`config.mk`:
```
export PLATFORM = sky130hd
export DESIGN_NAME = i2s_tx_controller
export DESIGN_NICKNAME = d
export VERILOG_FILES = /design/src/rtl/i2s_pkg.sv /design/src/rtl/i2s_clk_gen.sv /design/src/rtl/i2s_tx_controller.sv
export SDC_FILE = /design/constraint.sdc
export NUM_CORES = 1
export LEC_CHECK = 0
export ABC_AREA = 1
export CAP_MARGIN = 30
export CELL_PAD_IN_SITES_DETAIL_PLACEMENT = 0
export CELL_PAD_IN_SITES_GLOBAL_PLACEMENT = 1
export CORE_MARGIN = 4
export CORE_UTILIZATION = 36
export DETAILED_ROUTE_END_ITERATION = 10
export PLACE_DENSITY = 0.78
export RECOVER_POWER = 100
export SETUP_SLACK_MARGIN = 0.1
export SYNTH_ARGS = -nofsm -noshare
export SYNTH_HDL_FRONTEND = slang
export SYNTH_SLANG_ARGS = --single-unit
```
`constraint.sdc`:
```
create_clock -name ACLK -period 3.4 [get_ports ACLK]
set_input_delay 0.34 -clock ACLK [delete_from_list [all_inputs] [get_ports ACLK]]
set_output_delay 0.34 -clock ACLK [all_outputs]
set_load 0.02 [all_outputs]
```
`src/rtl/i2s_pkg.sv`:
```
// ============================================================================
// Module   : i2s_pkg
// Desc     : Shared types and constants for the I2S transmit controller.
// Revision : 1.0
// ============================================================================
`default_nettype none

package i2s_pkg;

  localparam int c_DATA_WIDTH_DEFAULT = 32;

  typedef enum logic [2:0] {
    S_IDLE    = 3'd0,
    S_FETCH_L = 3'd1,
    S_FETCH_R = 3'd2,
    S_PUSH_L  = 3'd3,
    S_PUSH_R  = 3'd4,
    S_WAIT    = 3'd5
  } i2s_state_e;

  function automatic logic [15:0] sat_inc16(input logic [15:0] i_val);
    return (i_val == 16'hFFFF) ? i_val : i_val + 16'd1;
  endfunction

endpackage

`default_nettype wire

```
`src/rtl/i2s_clk_gen.sv`:
```
// ============================================================================
// Module   : i2s_clk_gen
// Desc     : Bit clock / word select generator with frame-boundary strobe.
// Revision : 1.0
// ============================================================================
`default_nettype none

module i2s_clk_gen
  import i2s_pkg::*;
#(
  parameter int DATA_WIDTH = c_DATA_WIDTH_DEFAULT,
  parameter int SCK_DIV    = 8
) (
  input  logic                          clk,
  input  logic                          rst,
  input  logic                          i_enable,
  output logic                          o_sck,
  output logic                          o_ws,
  output logic [$clog2(DATA_WIDTH)-1:0] o_bit_cnt,
  output logic                          o_frame
);

  localparam int c_DIV_W = $clog2(SCK_DIV);
  localparam int c_BIT_W = $clog2(DATA_WIDTH);

  logic [c_DIV_W-1:0] r_div;
  logic [c_BIT_W-1:0] r_bit;
  logic               r_ws;
  logic               w_fall;
  logic               w_bit_last;

  // w_fall marks the cycle whose closing edge drops sck (divider wraps).
  assign w_fall     = i_enable && (r_div == c_DIV_W'(SCK_DIV - 1));
  assign w_bit_last = (r_bit == c_BIT_W'(DATA_WIDTH - 1));

  always_ff @(posedge clk or posedge rst) begin
    if (rst) begin
      r_div <= '0;
      r_bit <= '0;
      r_ws  <= 1'b0;
    end else if (!i_enable) begin
      r_div <= '0;
      r_bit <= '0;
      r_ws  <= 1'b0;
    end else begin
      r_div <= w_fall ? '0 : r_div + c_DIV_W'(1);
      if (w_fall) begin
        r_bit <= w_bit_last ? '0 : r_bit + c_BIT_W'(1);
        if (w_bit_last) begin
          r_ws <= ~r_ws;
        end
      end
    end
  end

  assign o_sck     = (r_div >= c_DIV_W'(SCK_DIV / 2));
  assign o_ws      = r_ws;
  assign o_bit_cnt = r_bit;
  assign o_frame   = w_fall && w_bit_last && r_ws;

endmodule

`default_nettype wire

```
`src/rtl/i2s_tx_controller.sv`:
```
// ============================================================================
// Module   : i2s_tx_controller
// Desc     : Selects one of two AXIS sample sources per I2S frame and
//            forwards a left/right pair per frame to the transmitter.
// Revision : 1.0
// ============================================================================
`default_nettype none

module i2s_tx_controller
  import i2s_pkg::*;
#(
  parameter int DATA_WIDTH = c_DATA_WIDTH_DEFAULT,
  parameter int SCK_DIV    = 8
) (
  input  logic                  ACLK,
  input  logic                  ARESET,
  input  logic [DATA_WIDTH-1:0] S0_AXIS_TDATA,
  input  logic                  S0_AXIS_TVALID,
  input  logic                  S0_AXIS_TLAST,
  output logic                  S0_AXIS_TREADY,
  input  logic [DATA_WIDTH-1:0] S1_AXIS_TDATA,
  input  logic                  S1_AXIS_TVALID,
  input  logic                  S1_AXIS_TLAST,
  output logic                  S1_AXIS_TREADY,
  output logic [DATA_WIDTH-1:0] M_AXIS_TDATA,
  output logic                  M_AXIS_TVALID,
  output logic                  M_AXIS_TLAST,
  input  logic                  M_AXIS_TREADY,
  input  logic                  sel,
  input  logic                  mute,
  input  logic                  enable,
  output logic                  sck,
  output logic                  ws,
  output logic                  active_src,
  output logic [15:0]           underrun_count
);

  localparam int c_BIT_W = $clog2(DATA_WIDTH);

  logic [c_BIT_W-1:0]    w_bit;
  logic                  w_frame;
  logic                  w_ws;

  i2s_state_e            r_state;
  i2s_state_e            w_state_nxt;
  logic                  r_active_src;
  logic [DATA_WIDTH-1:0] r_left;
  logic [DATA_WIDTH-1:0] r_right;
  logic                  r_late;
  logic [15:0]           r_underrun_cnt;

  logic [DATA_WIDTH-1:0] w_src_data;
  logic                  w_src_valid;
  logic                  w_src_last;
  logic                  w_fetch;
  logic                  w_push;
  logic                  w_src_hs;
  logic                  w_fetch_timeout;
  logic                  w_store_left;
  logic                  w_store_right;
  logic                  w_zero_fill;
  logic                  w_underrun;

  i2s_clk_gen #(
    .DATA_WIDTH (DATA_WIDTH),
    .SCK_DIV    (SCK_DIV)
  ) u_clk_gen (
    .clk       (ACLK),
    .rst       (ARESET),
    .i_enable  (enable),
    .o_sck     (sck),
    .o_ws      (w_ws),
    .o_bit_cnt (w_bit),
    .o_frame   (w_frame)
  );

  assign w_src_data  = r_active_src ? S1_AXIS_TDATA  : S0_AXIS_TDATA;
  assign w_src_valid = r_active_src ? S1_AXIS_TVALID : S0_AXIS_TVALID;
  assign w_src_last  = r_active_src ? S1_AXIS_TLAST  : S0_AXIS_TLAST;

  assign w_fetch  = (r_state == S_FETCH_L) || (r_state == S_FETCH_R);
  assign w_push   = (r_state == S_PUSH_L)  || (r_state == S_PUSH_R);
  assign w_src_hs = w_fetch && w_src_valid;
  // Half-way through the left slot is the last moment a pair can still be sent.
  assign w_fetch_timeout = w_fetch && !w_ws && (w_bit == c_BIT_W'(DATA_WIDTH / 2));

  always_ff @(posedge ACLK or posedge ARESET) begin
    if (ARESET) begin
      r_state <= S_IDLE;
    end else begin
      r_state <= w_state_nxt;
    end
  end

  always_comb begin
    w_state_nxt   = r_state;
    w_store_left  = 1'b0;
    w_store_right = 1'b0;
    w_zero_fill   = 1'b0;
    w_underrun    = 1'b0;
    case (r_state)
      S_IDLE: begin
        if (w_frame) w_state_nxt = S_FETCH_L;
      end
      S_FETCH_L: begin
        if (w_fetch_timeout) begin
          w_zero_fill = 1'b1;
          w_underrun  = 1'b1;
          w_state_nxt = S_PUSH_L;
        end else if (w_src_hs && !w_src_last) begin
          w_store_left = 1'b1;
          w_state_nxt  = S_FETCH_R;
        end
      end
      S_FETCH_R: begin
        if (w_fetch_timeout) begin
          w_zero_fill = 1'b1;
          w_underrun  = 1'b1;
          w_state_nxt = S_PUSH_L;
        end else if (w_src_hs && w_src_last) begin
          w_store_right = 1'b1;
          w_state_nxt   = S_PUSH_L;
        end else if (w_src_hs) begin
          w_store_left = 1'b1;
        end
      end
      S_PUSH_L: begin
        w_underrun = w_frame;
        if (M_AXIS_TREADY) w_state_nxt = S_PUSH_R;
      end
      S_PUSH_R: begin
        w_underrun = w_frame;
        if (M_AXIS_TREADY) w_state_nxt = (r_late || w_frame) ? S_FETCH_L : S_WAIT;
      end
      S_WAIT: begin
        if (w_frame) w_state_nxt = S_FETCH_L;
      end
      default: w_state_nxt = S_IDLE;
    endcase
    if (!enable) w_state_nxt = S_IDLE;
  end

  always_ff @(posedge ACLK or posedge ARESET) begin
    if (ARESET) begin
      r_active_src   <= 1'b0;
      r_left         <= '0;
      r_right        <= '0;
      r_late         <= 1'b0;
      r_underrun_cnt <= '0;
    end else begin
      if (w_frame) r_active_src <= sel;
      // Mute is applied once, as the pair is committed for output.
      if (w_zero_fill) begin
        r_left  <= '0;
        r_right <= '0;
      end else if (w_store_right) begin
        r_right <= mute ? '0 : w_src_data;
        r_left  <= mute ? '0 : r_left;
      end else if (w_store_left) begin
        r_left <= w_src_data;
      end
      if (!enable || ((r_state == S_PUSH_R) && M_AXIS_TREADY)) begin
        r_late <= 1'b0;
      end else if (w_push && w_frame) begin
        r_late <= 1'b1;
      end
      if (w_underrun) r_underrun_cnt <= sat_inc16(r_underrun_cnt);
    end
  end

  assign S0_AXIS_TREADY = w_fetch && !r_active_src;
  assign S1_AXIS_TREADY = w_fetch &&  r_active_src;
  assign M_AXIS_TVALID  = w_push;
  assign M_AXIS_TLAST   = (r_state == S_PUSH_R);
  assign M_AXIS_TDATA   = (r_state == S_PUSH_L) ? r_left  :
                          (r_state == S_PUSH_R) ? r_right : '0;
  assign ws             = w_ws;
  assign active_src     = r_active_src;
  assign underrun_count = r_underrun_cnt;

endmodule

`default_nettype wire
```
; ---- Word-level counts from Yosys, hierarchy flattened
; Cells that the tools add are included.
[totals]
register_bits = 94
latch_bits = 0
mem_bits_rw = 0
rom_bits = 0
in_bits = 74
output_inout_bits = 55
wordCells = 107
mem_count = 0
[op_classes]
addsub = 3
mul = 0
div = 0
magnitude_cmp = 1
n_eq_ne = 17
n_shift = 0
mux = 44
bitwise = 2
reduce_logical = 31
[op_table]
columns = op, count
row1 = 32-bit two-way mux, 10
row2 = 3-bit two-way mux, 11
row3 = 1-bit two-way mux, 17
row4 = 16-bit by 1-bit adder with 16-bit output (second input constant), 1
row5 = 16-bit == test (second input constant), 1
row6 = 5-bit two-way mux, 3
row7 = 3-bit case mux with 5 select lines, 1
row8 = 1-bit logical AND, 12
row9 = 5-bit == test (second input constant), 2
row10 = 3-bit == test (second input constant), 3
row11 = 4-bit by 3-bit inequality test with 1-bit output (second input constant), 2
row12 = 3-bit by 2-bit == test with 1-bit output (second input constant), 2
row13 = 3-bit by 2-bit inequality test with 1-bit output (second input constant), 2
row14 = 3-bit inequality test (second input constant), 2
row15 = 2-bit AND reduction, 3
row16 = 2-bit OR reduction, 3
row17 = 5-bit by 1-bit adder with 5-bit output (second input constant), 1
row18 = 5-bit AND reduction, 1
row19 = 1-bit logical NOT, 4
row20 = 1-bit logical OR, 4
row21 = 2-bit by 1-bit inequality test with 1-bit output (second input constant), 2
row22 = 1-bit case mux with 2 select lines, 2
row23 = 2-bit nonzero test, 2
row24 = 3-bit by 1-bit adder with 3-bit output (second input constant), 1
row25 = 5 further kinds, 6

; ---- Longest topological paths before layout
[depth]
word_depth = 10
depth_mapped = 13
mapped_depth_nobuf = 13

; ---- Cells and area by module
; A second synthesis with hierarchy kept.
[hier_totals]
hier_cells = 700
hier_area_um2 = 5282.6
[modules_own_cells]
columns = module, instances, cells_each, area_each_um2, seq_area_each_um2
row1 = i2s_tx_controller, 1, 646, 4817.1, 2127.0
row2 = i2s_clk_gen, 1, 54, 465.4, 225.2

; ---- Worst setup path after synthesis
; No wires, ideal clock.
[synth_path]
kind = reg-to-output
startpoint = register r_state[0]
endpoint = output port M_AXIS_TDATA[10]
t_arrival_ns = 1.489
required_time_ns = 3.060
path_slack_ns = 1.571
path_stages_with_launch = 7
n_path_buf = 1
cell_sequence = dfrtp_1 -> inv_1 -> nand2_1 -> nor2_2 -> inv_2 -> clkbuf_1 -> o22ai_1
[synth_between]
elab_chain_len = 3
word_cells_on_any_way = 4
classes_between = eq/ne: 2 / mux: 2
[synth_lines]
columns = element, line
row1 = start: declaration, i2s_tx_controller.sv:44  ; i2s_state_e r_state;
row2 = start signal: assignment, i2s_tx_controller.sv:91  ; r_state <= w_state_nxt;
row3 = 3-bit == test, -
row4 = net M_AXIS_TLAST, i2s_tx_controller.sv:27  ; output logic M_AXIS_TLAST,
row5 = 32-bit two-way mux, i2s_tx_controller.sv:176  ; (r_state == S_PUSH_R) ? r_right : '0;
row6 = 32-bit two-way mux, i2s_tx_controller.sv:175  ; assign M_AXIS_TDATA = (r_state == S_PUSH_L) ? r_left :
row7 = end: declaration, i2s_tx_controller.sv:25  ; output logic [DATA_WIDTH-1:0] M_AXIS_TDATA,
; The timed path passes the listed nets, and every way through them passes these cells.

; ---- Worst setup path after layout
[layout_path]
startpoint = register r_state[0]
endpoint = output port M_AXIS_TDATA[17]
[layout_between]
elab_chain_len = 3
word_cells_on_any_way = 4
classes_between = eq/ne: 2 / mux: 2
[layout_lines]
columns = element, line
row1 = 3-bit == test, i2s_tx_controller.sv:176
row2 = 32-bit two-way mux, i2s_tx_controller.sv:176
row3 = 32-bit two-way mux (*), i2s_tx_controller.sv:175
; Mark *: on every way between the ends. The rest lies on a longest branch, timed or not.

==> qor.yml <==
status:
  status: "finished with violations"
  violations: "capacitance limit, slew limit"
detailed_routing:
  vias_per_cell: 4.822
  wl_per_cell_um: 13.98
  wl_um: 12930
  ant_nets: 0
  drt_iter0_drc: 261
  via_count: 4460
  drc: 0
  dr.pass1.iters: 4
sta:
  fmax_mhz: 356.8
  relSlewSlack: -0.4767
  worst_pin_slew_ns: 2.203
  finalSetupViolations: 0
  slew_viol_final: 51
  finClkSkew_ns: 0.006558
  post-route-period-util: 0.8243
  rsz0062_at_grt: "false"
  min_period_ns: 2.803
  finalHoldViolCount: 0
  fin_setup_tns_ns: 0
finish:
  area_delta_synth_final_pct: 33.49
  final_nets: 825
  diodes: 0
  layout-drive-gt1-share: 0.05474
  fill_cells: 1303
placement:
  portBuffers: 128
  gp_congestion: 0.8178
  hpwl_um: 9116
clock_tree:
  ctsResizeCount: 0
  cts_hold_buf: 0
  cts-buffers-inserted: 9
  clk_latency_ns: 0.34
  cts_tree: "yes"
  clk_pin_slew_ns: 0.06
  cts_max_level: 3
  cts_setup_buffers: 0
  clockRootBuffer: "clkbuf_16"
  numClockSinks: 94
  max-clock-path-buffers: 2
worst_setup_path:
  cp_num_buf_inv: 3
  ff2ff_setup_slack_ns: 0.68
  end_kind: "output pin"
  path_delay_family: "buffers and inverters"
  path_cells: "inv_1 -> nand2_1 -> nor2_2 -> inv_2 -> o22ai_1 -> dlygate4sd3_1"
  cpMaxStageDelayCell: "dlygate4sd3_1"
  crit_arrival_ns: 2.46
  crit_required_ns: 3.06
  path_class: "register to output pin"
  crit_fanout: 34
  startpoint_type: "register"
  slowest_delay_ns: 0.71
logic_synthesis:
  synth_most_common_cell: "nand2_1"
  synth_top_area_cell: "dfrtp_1"
  postSynth.asyncResetShare: 1.000
  synthMuxAreaShare: 0.03572
  synth_top_family_by_area: "simple AND/OR/NAND/NOR gates"
  synth.area.top_cells: "dfrtp_1 (47%), nand2_1 (12%), o22ai_1 (7.9%)"
  ys_ff_latch: 94
  synth_cell_types: 30
  synth_xor_area_frac: 0.02258
  synth_nets: 709
  synth_seq_area_share: 0.4664
  synth_edf_count: 0
  synth_compound_area_frac: 0.1335
  netlist_top_cells_count: "nand2_1 (165), dfrtp_1 (94), inv_1 (94), o22ai_1 (64), o21ai_1 (36)"
  yosys.area_share.simple: 0.2171
  synth-warning-count: 0
  synth_ff_type: "dfrtp_1"
  postSynthCellCount: 628
  syn_avg_cell_area_um2: 8.031
  syn-cell-area_um2: 5044
  synth_fa_ha_area_frac: 0.01737
  yosys.area.top_type_share: 0.4664
pwr:
  power.density_nw_per_um2: 355.5
  leakagePower_nw: 3.271
  peakVddDrop_uv: 338.1
  total_power_mw: 2.393
global_routing:
  grt_start_max_net_pins: 65
  track_usage: 0.1655
  grt_overflow_total: 0
  grt_first_pass_wirelength_um: 21660
  grt_pass1_vias: 4318
  antenna_found_initial: 0
floorplanning:
  die_h_um: 126.4
  initial_core_util: 0.3734
  die_x_um: 126.4
  dieArea_um2: 15970
  core_area_um2: 13510
  ios: 129
  rows: 42
min_path:
  hold_path.class: "register to register"
run:
  maxCapViolCount: 1
-- per-stage QoR --
step                      hold slack, ns  instances  setup WS [ns]  cell area (um2)  utilization
after floorplan                   0.4322        628         0.6113             5044            -
after global placement            0.4479        909         0.8590             6447       0.4774
after detailed placement          0.4576        909         0.8150             6447       0.4774
after CTS                         0.4662        925         0.6186             6770       0.5013
after global routing              0.4853        925         0.3080             6733       0.4985
final                             0.4629        925         0.5972             6733       0.4985
-- cell families after synthesis --
family	Yosys count
simple gates	249
buf+inv	129
compound gates	118
flops	94
mux	18
xor+xnor	13
fa+ha+maj	7
-- where the power goes --
group	leakage, nW	internal, mW	switching [mW]	total [mW]
clock	0.163	0.663	0.437	1.10
combinational	1.82	0.0994	0.0683	0.168
sequential	1.28	1.12	0.00235	1.12
total	3.27	1.89	0.508	2.39
-- layout make-up --
class	instances	area (um2)	area share
Clock buffer	10	239.0	0.03550
Clock inverter	6	83.83	0.01245
Inverter	98	369.1	0.05482
Multi-Input combinational cell	405	2135	0.3170
Sequential cell	94	2354	0.3496
Tap cell	176	220.2	0.03271
Timing Repair Buffer	136	1333	0.1979
-- flip-flops by register name, summed over array words and instances (netlist names) --
name	flops
active_src	1
r_late	1
r_left	32
r_right	32
r_state	3
u_clk_gen.o_bit_cnt	5
u_clk_gen.o_ws	1
u_clk_gen.r_div	3
underrun_count	16
-- final timing paths --
path,end,startpoint,cells after the start
hold / removal,u_clk_gen.r_div[0],u_clk_gen.r_div[0],1
setup / recovery,M_AXIS_TDATA[17],r_state[0],6
min in group asynchronous,r_left[6],ARESET,2
hold reg to reg,u_clk_gen.r_div[0],u_clk_gen.r_div[0],1
max in group asynchronous,r_right[19],ARESET,3
setup reg to reg,r_left[16],u_clk_gen.o_bit_cnt[0],9
-- layout by cell type (no fill, tap or decap), types with 4 or more instances in the layout --
master,n
a21oi_1,6
buf_4,5
clkbuf_16,9
clkdlybuf4s50_1,73
dfrtp_1,93
dlygate4sd3_1,55
ha_1,7
inv_1,94
mux2i_1,18
nand2_1,167
nand2_2,4
nand3_1,19
nand4_1,7
nor2_1,18
nor3_1,8
o21ai_0,44
o22ai_1,64
or2_1,14
xnor2_1,5
xor2_1,8
-- layer usage --
metal / vias up / GRT usage / wire length [um]
met3: 15 / 0.04708 / 682
met5: - / 0 / 0
met4: 0 / 0.03722 / 130
li1: 2252 / - / -
met1: 2089 / 0.2225 / 5908
met2: 104 / 0.2665 / 6213
No activity file was read; power rests on OpenSTA's default activity.
